[src/rtl/bcd_sched_pkg.sv]
// Shared types and constants for the BCD converter scheduler.
// Latency: n/a (declarations only).
// Backpressure: n/a.
package bcd_sched_pkg;

    localparam int BCD_W = 4;
    localparam int VAL_W = 8;

    typedef enum logic [1:0] {
        IDLE,
        ISSUE,
        RELEASE,
        ACK
    } state_t;

    // Clamp a requester value to the largest value the converter accepts.
    function automatic logic [VAL_W-1:0] sat_val(input logic [VAL_W-1:0] v,
                                                 input int unsigned     max_v);
        return (32'(v) > max_v) ? VAL_W'(max_v) : v;
    endfunction

endpackage

[src/rtl/rr_arbiter.sv]
// Rotating-priority arbiter: first asserted request at or after ptr wins.
// Latency: combinational.
// Backpressure: none; the caller decides when the grant is taken.
module rr_arbiter #(
    parameter int N  = 4,
    parameter int IW = (N > 1) ? $clog2(N) : 1
) (
    input  logic [N-1:0]  req,
    input  logic [IW-1:0] ptr,
    output logic [N-1:0]  gnt,
    output logic [IW-1:0] idx
);

    logic          found;
    logic [IW-1:0] pos;

    // Walk the requesters starting at ptr and take the first one asserted.
    always_comb begin
        gnt   = '0;
        idx   = '0;
        found = 1'b0;
        pos   = '0;
        for (int k = 0; k < N; k++) begin
            pos = IW'((int'(ptr) + k) % N);
            if (!found && req[pos]) begin
                found    = 1'b1;
                gnt[pos] = 1'b1;
                idx      = pos;
            end
        end
    end

endmodule

[src/rtl/bcd_conv_sched.sv]
// Shares one binary-to-BCD converter among N requesters, round-robin.
// Latency: converter latency + 3 cycles from grant to one-cycle ack.
// Backpressure: requests wait in IDLE; the converter is waited on indefinitely.
module bcd_conv_sched
    import bcd_sched_pkg::*;
#(
    parameter int N       = 4,
    parameter int SAT_MAX = 99
) (
    input  logic               clk,
    input  logic               nrst,
    input  logic [N-1:0]       req,
    input  logic [N*VAL_W-1:0] value,
    output logic [N-1:0]       ack,
    output logic [BCD_W-1:0]   res_tens,
    output logic [BCD_W-1:0]   res_ones,
    output logic               res_ovf,
    output logic               busy,
    output logic               cv_start,
    output logic [VAL_W-1:0]   cv_in,
    input  logic               cv_done,
    input  logic [BCD_W-1:0]   cv_tens,
    input  logic [BCD_W-1:0]   cv_ones
);

    localparam int IW = (N > 1) ? $clog2(N) : 1;

    state_t           state;
    state_t           state_nxt;
    logic [IW-1:0]    ptr;
    logic [IW-1:0]    cur_idx;
    logic [N-1:0]     cur_gnt;
    logic             ovf_r;
    logic [N-1:0]     win_gnt;
    logic [IW-1:0]    win_idx;
    logic [VAL_W-1:0] win_val;
    logic             grant;

    rr_arbiter #(.N(N), .IW(IW)) u_arb (
        .req (req),
        .ptr (ptr),
        .gnt (win_gnt),
        .idx (win_idx)
    );

    // A stray cv_done while idle holds off the next start until it clears.
    assign grant = (state == IDLE) && (|req) && !cv_done;
    assign busy  = (state != IDLE);

    // Operand of the current winner.
    always_comb begin
        win_val = value[win_idx*VAL_W +: VAL_W];
    end

    // State register.
    always_ff @(posedge clk or negedge nrst) begin
        if (!nrst) state <= IDLE;
        else       state <= state_nxt;
    end

    // Next state: walk the 4-phase converter handshake, then ack.
    always_comb begin
        state_nxt = state;
        case (state)
            IDLE:    if (grant)    state_nxt = ISSUE;
            ISSUE:   if (cv_done)  state_nxt = RELEASE;
            RELEASE: if (!cv_done) state_nxt = ACK;
            ACK:                   state_nxt = IDLE;
            default:               state_nxt = IDLE;
        endcase
    end

    // Grant latch, converter drive, result capture, ack pulse and pointer.
    always_ff @(posedge clk or negedge nrst) begin
        if (!nrst) begin
            ptr      <= '0;
            cur_idx  <= '0;
            cur_gnt  <= '0;
            ovf_r    <= 1'b0;
            cv_start <= 1'b0;
            cv_in    <= '0;
            res_tens <= '0;
            res_ones <= '0;
            res_ovf  <= 1'b0;
            ack      <= '0;
        end else begin
            ack <= '0;
            case (state)
                IDLE: begin
                    if (grant) begin
                        cur_gnt  <= win_gnt;
                        cur_idx  <= win_idx;
                        cv_in    <= sat_val(win_val, SAT_MAX);
                        ovf_r    <= int'(win_val) > SAT_MAX;
                        cv_start <= 1'b1;
                    end
                end
                ISSUE: begin
                    if (cv_done) begin
                        res_tens <= cv_tens;
                        res_ones <= cv_ones;
                        res_ovf  <= ovf_r;
                        cv_start <= 1'b0;
                    end
                end
                RELEASE: begin
                    if (!cv_done) ack <= cur_gnt;
                end
                ACK: begin
                    ptr <= (cur_idx == IW'(N - 1)) ? '0 : cur_idx + 1'b1;
                end
                default: ;
            endcase
        end
    end

endmodule

[config.mk]
export PLATFORM = sky130hd
export DESIGN_NAME = bcd_conv_sched
export DESIGN_NICKNAME = d
export VERILOG_FILES = /design/src/rtl/bcd_sched_pkg.sv /design/src/rtl/rr_arbiter.sv /design/src/rtl/bcd_conv_sched.sv
export SDC_FILE = /design/constraint.sdc
export NUM_CORES = 1
export LEC_CHECK = 0
export BUFFER_PORTS_ARGS = -buffer_cell sky130_fd_sc_hd__buf_2
export CELL_PAD_IN_SITES_DETAIL_PLACEMENT = 1
export CELL_PAD_IN_SITES_GLOBAL_PLACEMENT = 1
export CORE_MARGIN = 2
export CORE_UTILIZATION = 38
export CTS_CLUSTER_SIZE = 14
export DETAILED_ROUTE_END_ITERATION = 10
export GPL_TIMING_DRIVEN = 0
export PLACE_DENSITY_LB_ADDON = 0.3
export SETUP_SLACK_MARGIN = 0.4
export SKIP_CTS_REPAIR_TIMING = 1
export SYNTH_ARGS = -nofsm -noshare
export SYNTH_HDL_FRONTEND = slang
export SYNTH_HIERARCHICAL = 1
export SYNTH_SLANG_ARGS = --single-unit
export TNS_END_PERCENT = 1
[constraint.sdc]
create_clock -name clk -period 4.3 [get_ports clk]
set_input_delay 0.86 -clock clk [delete_from_list [all_inputs] [get_ports clk]]
set_output_delay 0.86 -clock clk [all_outputs]
set_load 0.005 [all_outputs]
==> summary.md, run 1 <==
| Metric | Value |
|---|---|
| Top cell type's share of synthesized area | `0.406` |
| Vias in the first global route | `1672` |
| Startpoint Class | `register` |
| Reg power frac | `0.276` |
| I/O Pins | `70` |
| Synth warnings | `6` |
| Vias | `1663` |
| Combinational cell fraction of total power | `0.606` |
| CP Cell Sequence | `buf_6 > inv_1 > ha_2 > mux4_2 > nor2b_4 > o21ai_1 > o31ai_1 > buf_6 > mux4_2 > o311a_1 > or2_4 > mux2_4` |
| Clock root cell | `clkbuf_8` |
| Seq cells post-synth | `33` |
| Die X | `77.1 um` |
| FF-to-FF path depth | `12` |
| Fin Setup TNS | `0 ns` |
| Most common cell in the netlist | `nand2_1` |
| Switching Share | `0.394` |
| Slowest-stage cell, CP | `mux4_2` |
| Post-synthesis sequential area ratio | `0.406` |
| Post-Place Setup Slack | `0.309 ns` |
| Die Area | `0.00595 mm2` |
| Mapped Cells | `176` |
| Syn Std Cell Area | `0.00203 mm2` |
| CP max FO | `9` |
| Clock sink total | `33` |
| Largest net degree at the start of global routing | `34` |
| Clock skew | `0.00524 ns` |
| Syn nets | `234` |
| Unique masters post-synth | `38` |
| CTS H-tree lvls | `2` |
| Pwr Total | `0.00195 W` |
| Core area | `0.00514 mm2` |
| Pwr Density | `758 mW/mm2` |
| Fin nets | `310` |
| Worst EP required | `4.47 ns` |
| Psw | `0.000769 W` |
| CTS tree | `built` |
| Routed Antenna Nets | `0` |
| Dpl hpwl | `4.00 mm` |
| Row count | `26` |
| Setup ws final | `0.587 ns` |
| Leakage | `1.26 nW` |
| IO buf count | `68` |
| Max Cap Viol | `0` |
| Die Y | `77.1 um` |
| Routability cong. | `0.736` |
| Worst-case clock buffer depth | `2` |
| Top cells by area, synth | `dfrtp_1 (41%), mux4_1 (7.8%), ha_1 (6.8%)` |
| Initial drt markers | `62` |
| Internal power | `0.00118 W` |
| Share of post-route cells with drive strength above 1 | `0.425` |
| Maximum vdd drop | `336 uV` |
| Clock transition at the registers of the reported paths | `0.06 ns` |
| Slew @ Worst Pin | `0.720 ns` |
| Top_reg_cell synth | `dfrtp_1` |
| Hold path cells | `2` |
| Status | `finished clean` |
| Async S/R FF share, synth | `1.00` |
| CP peak stage delay | `0.54 ns` |
| DRC Markers | `0` |
| Antenna violations before repair | `0` |
| Area growth syn-to-layout | `26.5%` |
| First-pass GRT wire length | `8.12 mm` |
| CTS Buf Count | `5` |
| Finished Layout Cells | `322` |
| Most frequent cells after synthesis | `nand2_1 (35), dfrtp_1 (33), mux2_2 (12)` |
| Initial Util | `0.396` |
| Routed wire per std cell | `15.8 um` |
| WL final | `5.08 mm` |
| Gr ovfl total | `0` |
| Largest area contributor in the netlist | `dfrtp_1` |
| Worst relative slew slack | `0.520` |
| Max Freq | `269 MHz` |
| HP Class | `register to register` |
| RSZ-0062 raised after global routing | `false` |
| Setup violations, final | `0` |
| Critical path arrival | `3.88 ns` |
| Worst setup EP type | `register` |
| Vias per Instance | `5.16` |
| Period Utilization, post-route | `0.863` |
| Pre-antenna DRT Iters | `4` |
| Pins Over Slew Limit | `0` |
| Synth Area per Inst | `11.6 um2` |
| Clock power share | `0.118` |
| ANT cells | `0` |
| GRT Total Usage | `0.174` |
| Final Hold Fails | `0` |
| Post-synth EDFFs | `0` |
| Fin crit period | `3.71 ns` |
| Later-pin clock latency in the skew report | `0.28 ns` |
| Post-Place Cells | `314` |
| Kind of critical path | `register to register` |
[per-layer routing]
layer / share of wire / GRT usage / vias up
met4: 0.021 / 0.0804 / 0
met1: 0.41 / 0.201 / 814
met5: 0 / 0 / -
met2: 0.52 / 0.309 / 47
li1: - / - / 794
met3: 0.044 / 0.0365 / 8
[sequential cells by signal, summed over array words and instances (netlist names)]
| signal | count |
|---|---|
| ack | 4 |
| ovf_r | 1 |
| res_tens | 4 |
| cur_idx | 2 |
| res_ovf | 1 |
| res_ones | 4 |
| ptr | 2 |
| state | 2 |
| cv_in | 8 |
| cv_start | 1 |
| cur_gnt | 4 |
[logic make-up after synthesis]
| family | after synthesis | share of synthesized area |
|---|---|---|
| muxes | 28 | 0.233 |
| adders and majority gates | 11 | 0.0677 |
| DFF | 33 | 0.406 |
| buffers and inverters | 14 | 0.0338 |
| and+or+nand+nor | 64 | 0.161 |
| AOI/OAI and AO/OA | 26 | 0.0978 |
[cell usage in the layout (no fill, tap or decap), types with 2 or more instances in the layout]
cell / n
buf_2: 69
nand2_1: 35
dfrtp_1: 32
mux2_2: 12
ha_1: 10
inv_1: 7
nor2_1: 7
mux4_2: 6
mux4_1: 6
clkbuf_8: 6
nor2b_1: 5
and2_1: 5
o21ai_0: 5
o2bb2ai_1: 5
clkbuf_1: 4
a221oi_1: 4
a21oi_1: 3
nor3_1: 3
mux2i_1: 2
nand3b_1: 2
buf_6: 2
[power groups by stage]
stage	registers, W	clock network (W)	logic [W]
after floorplan	0.000534	0	0.000845
after global placement	0.000534	0	0.00112
after detailed placement	0.000544	0	0.00115
after CTS	0.000539	0.000241	0.00116
after global routing	0.000558	0.000254	0.00132
final	0.000537	0.000231	0.00118
[stage by stage]
step | hold slack, ns | cell area [um2] | utilization
after floorplan | 0.437 | 2030 | -
after global placement | 0.449 | 2460 | 0.479
after detailed placement | 0.455 | 2460 | 0.479
after CTS | 0.470 | 2550 | 0.496
after global routing | 0.506 | 2570 | 0.500
final | 0.463 | 2570 | 0.500
[critical path, delay by kind of cell, from the launching register on]
kind,cells,cell delay (ns)
flip-flops,1,0.44
AO/OA/AOI/OAI,3,0.55
adder cells (fa/ha/maj),1,0.40
AND/OR/NAND/NOR,2,0.51
buffers and inverters,3,0.47
multiplexers,3,1.22
[path summary, 6_finish.rpt]
check / slack [ns] / endpoint / from
max: 0.59 / ovf_r / ptr[0]
min: 0.46 / cur_gnt[2] / cur_gnt[2]
max reg2reg: 0.59 / ovf_r / ptr[0]
min reg2reg: 0.46 / cur_gnt[2] / cur_gnt[2]
max in group asynchronous: 3.18 / ptr[1] / nrst
min in group asynchronous: 0.63 / state[1] / nrst
[area by class of cell]
class / instances / area [um2]
flip-flops and latches: 33 / 827
clock buffers: 7 / 86.3
inverters: 7 / 26.3
repair buffers: 69 / 360
multi-input cells: 129 / 1140
fillers: 604 / 2570
plain buffers: 7 / 43.8
well taps: 70 / 87.6
Power figures use the tool's default switching activity.
==> run 2, diff against run 1 <==
--- a/config.mk
+++ b/config.mk
@@ -13,7 +13,7 @@
 export CTS_CLUSTER_SIZE = 14
 export DETAILED_ROUTE_END_ITERATION = 10
 export GPL_TIMING_DRIVEN = 0
-export PLACE_DENSITY_LB_ADDON = 0.3
+export PLACE_DENSITY = 0.85
 export SETUP_SLACK_MARGIN = 0.4
 export SKIP_CTS_REPAIR_TIMING = 1
 export SYNTH_ARGS = -nofsm -noshare
==> summary.md, run 2 (same netlist as run 1, synthesis figures left out) <==
| Metric | Value |
|---|---|
| Status | `finished clean` |
| CP peak stage delay | `0.63 ns` |
| Leakage | `1.26 nW` |
| Maximum vdd drop | `512 uV` |
| Routability cong. | `0.766` |
| Max reg flops | `8` |
| Pwr Total | `0.00199 W` |
| Core area | `0.00514 mm2` |
| HP Class | `register to register` |
| Clock sink total | `33` |
| Setup ws final | `0.576 ns` |
| IO buf count | `68` |
| Final Hold Fails | `0` |
| DRC Markers | `0` |
| Period Utilization, post-route | `0.866` |
| Worst EP required | `4.47 ns` |
| GRT Total Usage | `0.187` |
| Worst setup EP type | `register` |
| CP Cell Sequence | `buf_6 > inv_1 > ha_2 > mux4_2 > nor2b_4 > o21ai_1 > o31ai_1 > buf_6 > mux4_1 > o311a_1 > or2_4 > mux2_4` |
| Slew @ Worst Pin | `0.722 ns` |
| Setup violations, final | `0` |
| Die Y | `77.1 um` |
| Die Area | `0.00595 mm2` |
| Pins Over Slew Limit | `0` |
| CP max FO | `9` |
| Largest net degree at the start of global routing | `34` |
| Critical path arrival | `3.89 ns` |
| Crit-path leading delay family | `multiplexers` |
| Vias in the first global route | `1772` |
| Worst-case clock buffer depth | `2` |
| Most common cell after layout, fill and taps aside | `buf_2` |
| CTS Buf Count | `5` |
| Most used cell, CP | `buf_6` |
| Row count | `26` |
| Pwr Density | `773 mW/mm2` |
| ANT cells | `0` |
| Fin crit period | `3.72 ns` |
| Vias per Instance | `5.25` |
| Gr ovfl total | `0` |
| CTS tree | `built` |
| Clock skew | `0.00317 ns` |
| Routed Antenna Nets | `0` |
| Clock root cell | `clkbuf_8` |
| Most frequent cells in the layout | `buf_2 (69), nand2_1 (35), dfrtp_1 (31), mux2_2 (12), ha_1 (10)` |
| Later-pin clock latency in the skew report | `0.28 ns` |
| Fin Setup TNS | `0 ns` |
| Fin nets | `310` |
| Post-Place Setup Slack | `0.289 ns` |
| Cell area after placement | `0.00246 mm2` |
| Hold slack | `0.480 ns` |
| Dpl hpwl | `4.10 mm` |
| Initial Util | `0.396` |
| First-pass GRT wire length | `8.77 mm` |
| Initial drt markers | `50` |
| Pre-antenna DRT Iters | `4` |
| Area growth syn-to-layout | `26.7%` |
| Kind of critical path | `register to register` |
| CTS H-tree lvls | `2` |
| RSZ-0062 raised after global routing | `false` |
| Max Freq | `268 MHz` |
| Routed wire per std cell | `16.2 um` |
| Clock transition at the registers of the reported paths | `0.07 ns` |
| # fillers | `592` |
| Startpoint Class | `register` |
| WL final | `5.25 mm` |
| Die X | `77.1 um` |
| Slowest-stage cell, CP | `mux4_1` |
| Max Cap Viol | `0` |
| Largest register by flop count | `cv_in` |
| Share of post-route cells with drive strength above 1 | `0.435` |
| Antenna violations before repair | `0` |
| Finished Cell Area | `0.00258 mm2` |
| I/O Pins | `70` |
| Worst relative slew slack | `0.519` |
| Buf/Inv on CP | `3` |
| Vias | `1696` |
run 2: layer usage:
| layer | vias up | wire length (um) | GRT usage |
|---|---|---|---|
| li1 | 796 | - | - |
| met5 | - | 0 | 0 |
| met1 | 829 | 2140 | 0.224 |
| met4 | 0 | 121 | 0.0571 |
| met3 | 12 | 277 | 0.0518 |
| met2 | 59 | 2710 | 0.324 |
run 2: stage by stage:
stage / instances / util
floorplan: 176 / -
global placement: 314 / 0.479
detailed placement: 314 / 0.479
CTS: 322 / 0.499
global route: 323 / 0.501
finish: 323 / 0.501
run 2: layout make-up:
cell class                      count  area (um2)  area share
Clock inverter                      1        5.00     0.00194
Timing Repair Buffer               69         348       0.135
Clock buffer                        7        96.3      0.0374
Buffer                              7        43.8      0.0170
Tap cell                           70        87.6      0.0340
Multi-Input combinational cell    129        1140       0.443
Inverter                            7        26.3      0.0102
Sequential cell                    33         828       0.322
run 2: final timing paths:
check / start / endpoint / slack, ns / cells after the start
setup / recovery: ptr[0] / ovf_r / 0.58 / 12
hold / removal: cur_gnt[1] / cur_gnt[1] / 0.48 / 2
setup reg to reg: ptr[0] / ovf_r / 0.58 / 12
hold reg to reg: cur_gnt[1] / cur_gnt[1] / 0.48 / 2
max in group asynchronous: nrst / ptr[1] / 3.16 / 1
min in group asynchronous: nrst / res_ones[0] / 0.64 / 1
run 2: worst reg2reg max path, stage by stage (launching register included):
cell	delay, ns
dfrtp_2	0.41
buf_6	0.16
inv_1	0.08
ha_2	0.41
mux4_2	0.41
nor2b_4	0.23
o21ai_1	0.10
o31ai_1	0.09
buf_6	0.21
mux4_1	0.63
o311a_1	0.35
or2_4	0.28
mux2_4	0.25
run 2: power breakdown:
group	leakage [nW]	switching, W	internal (W)
combinational	0.802	0.000605	0.000592
sequential	0.403	0.0000943	0.000448
clock	0.0542	0.000107	0.000145
total	1.26	0.000806	0.00118
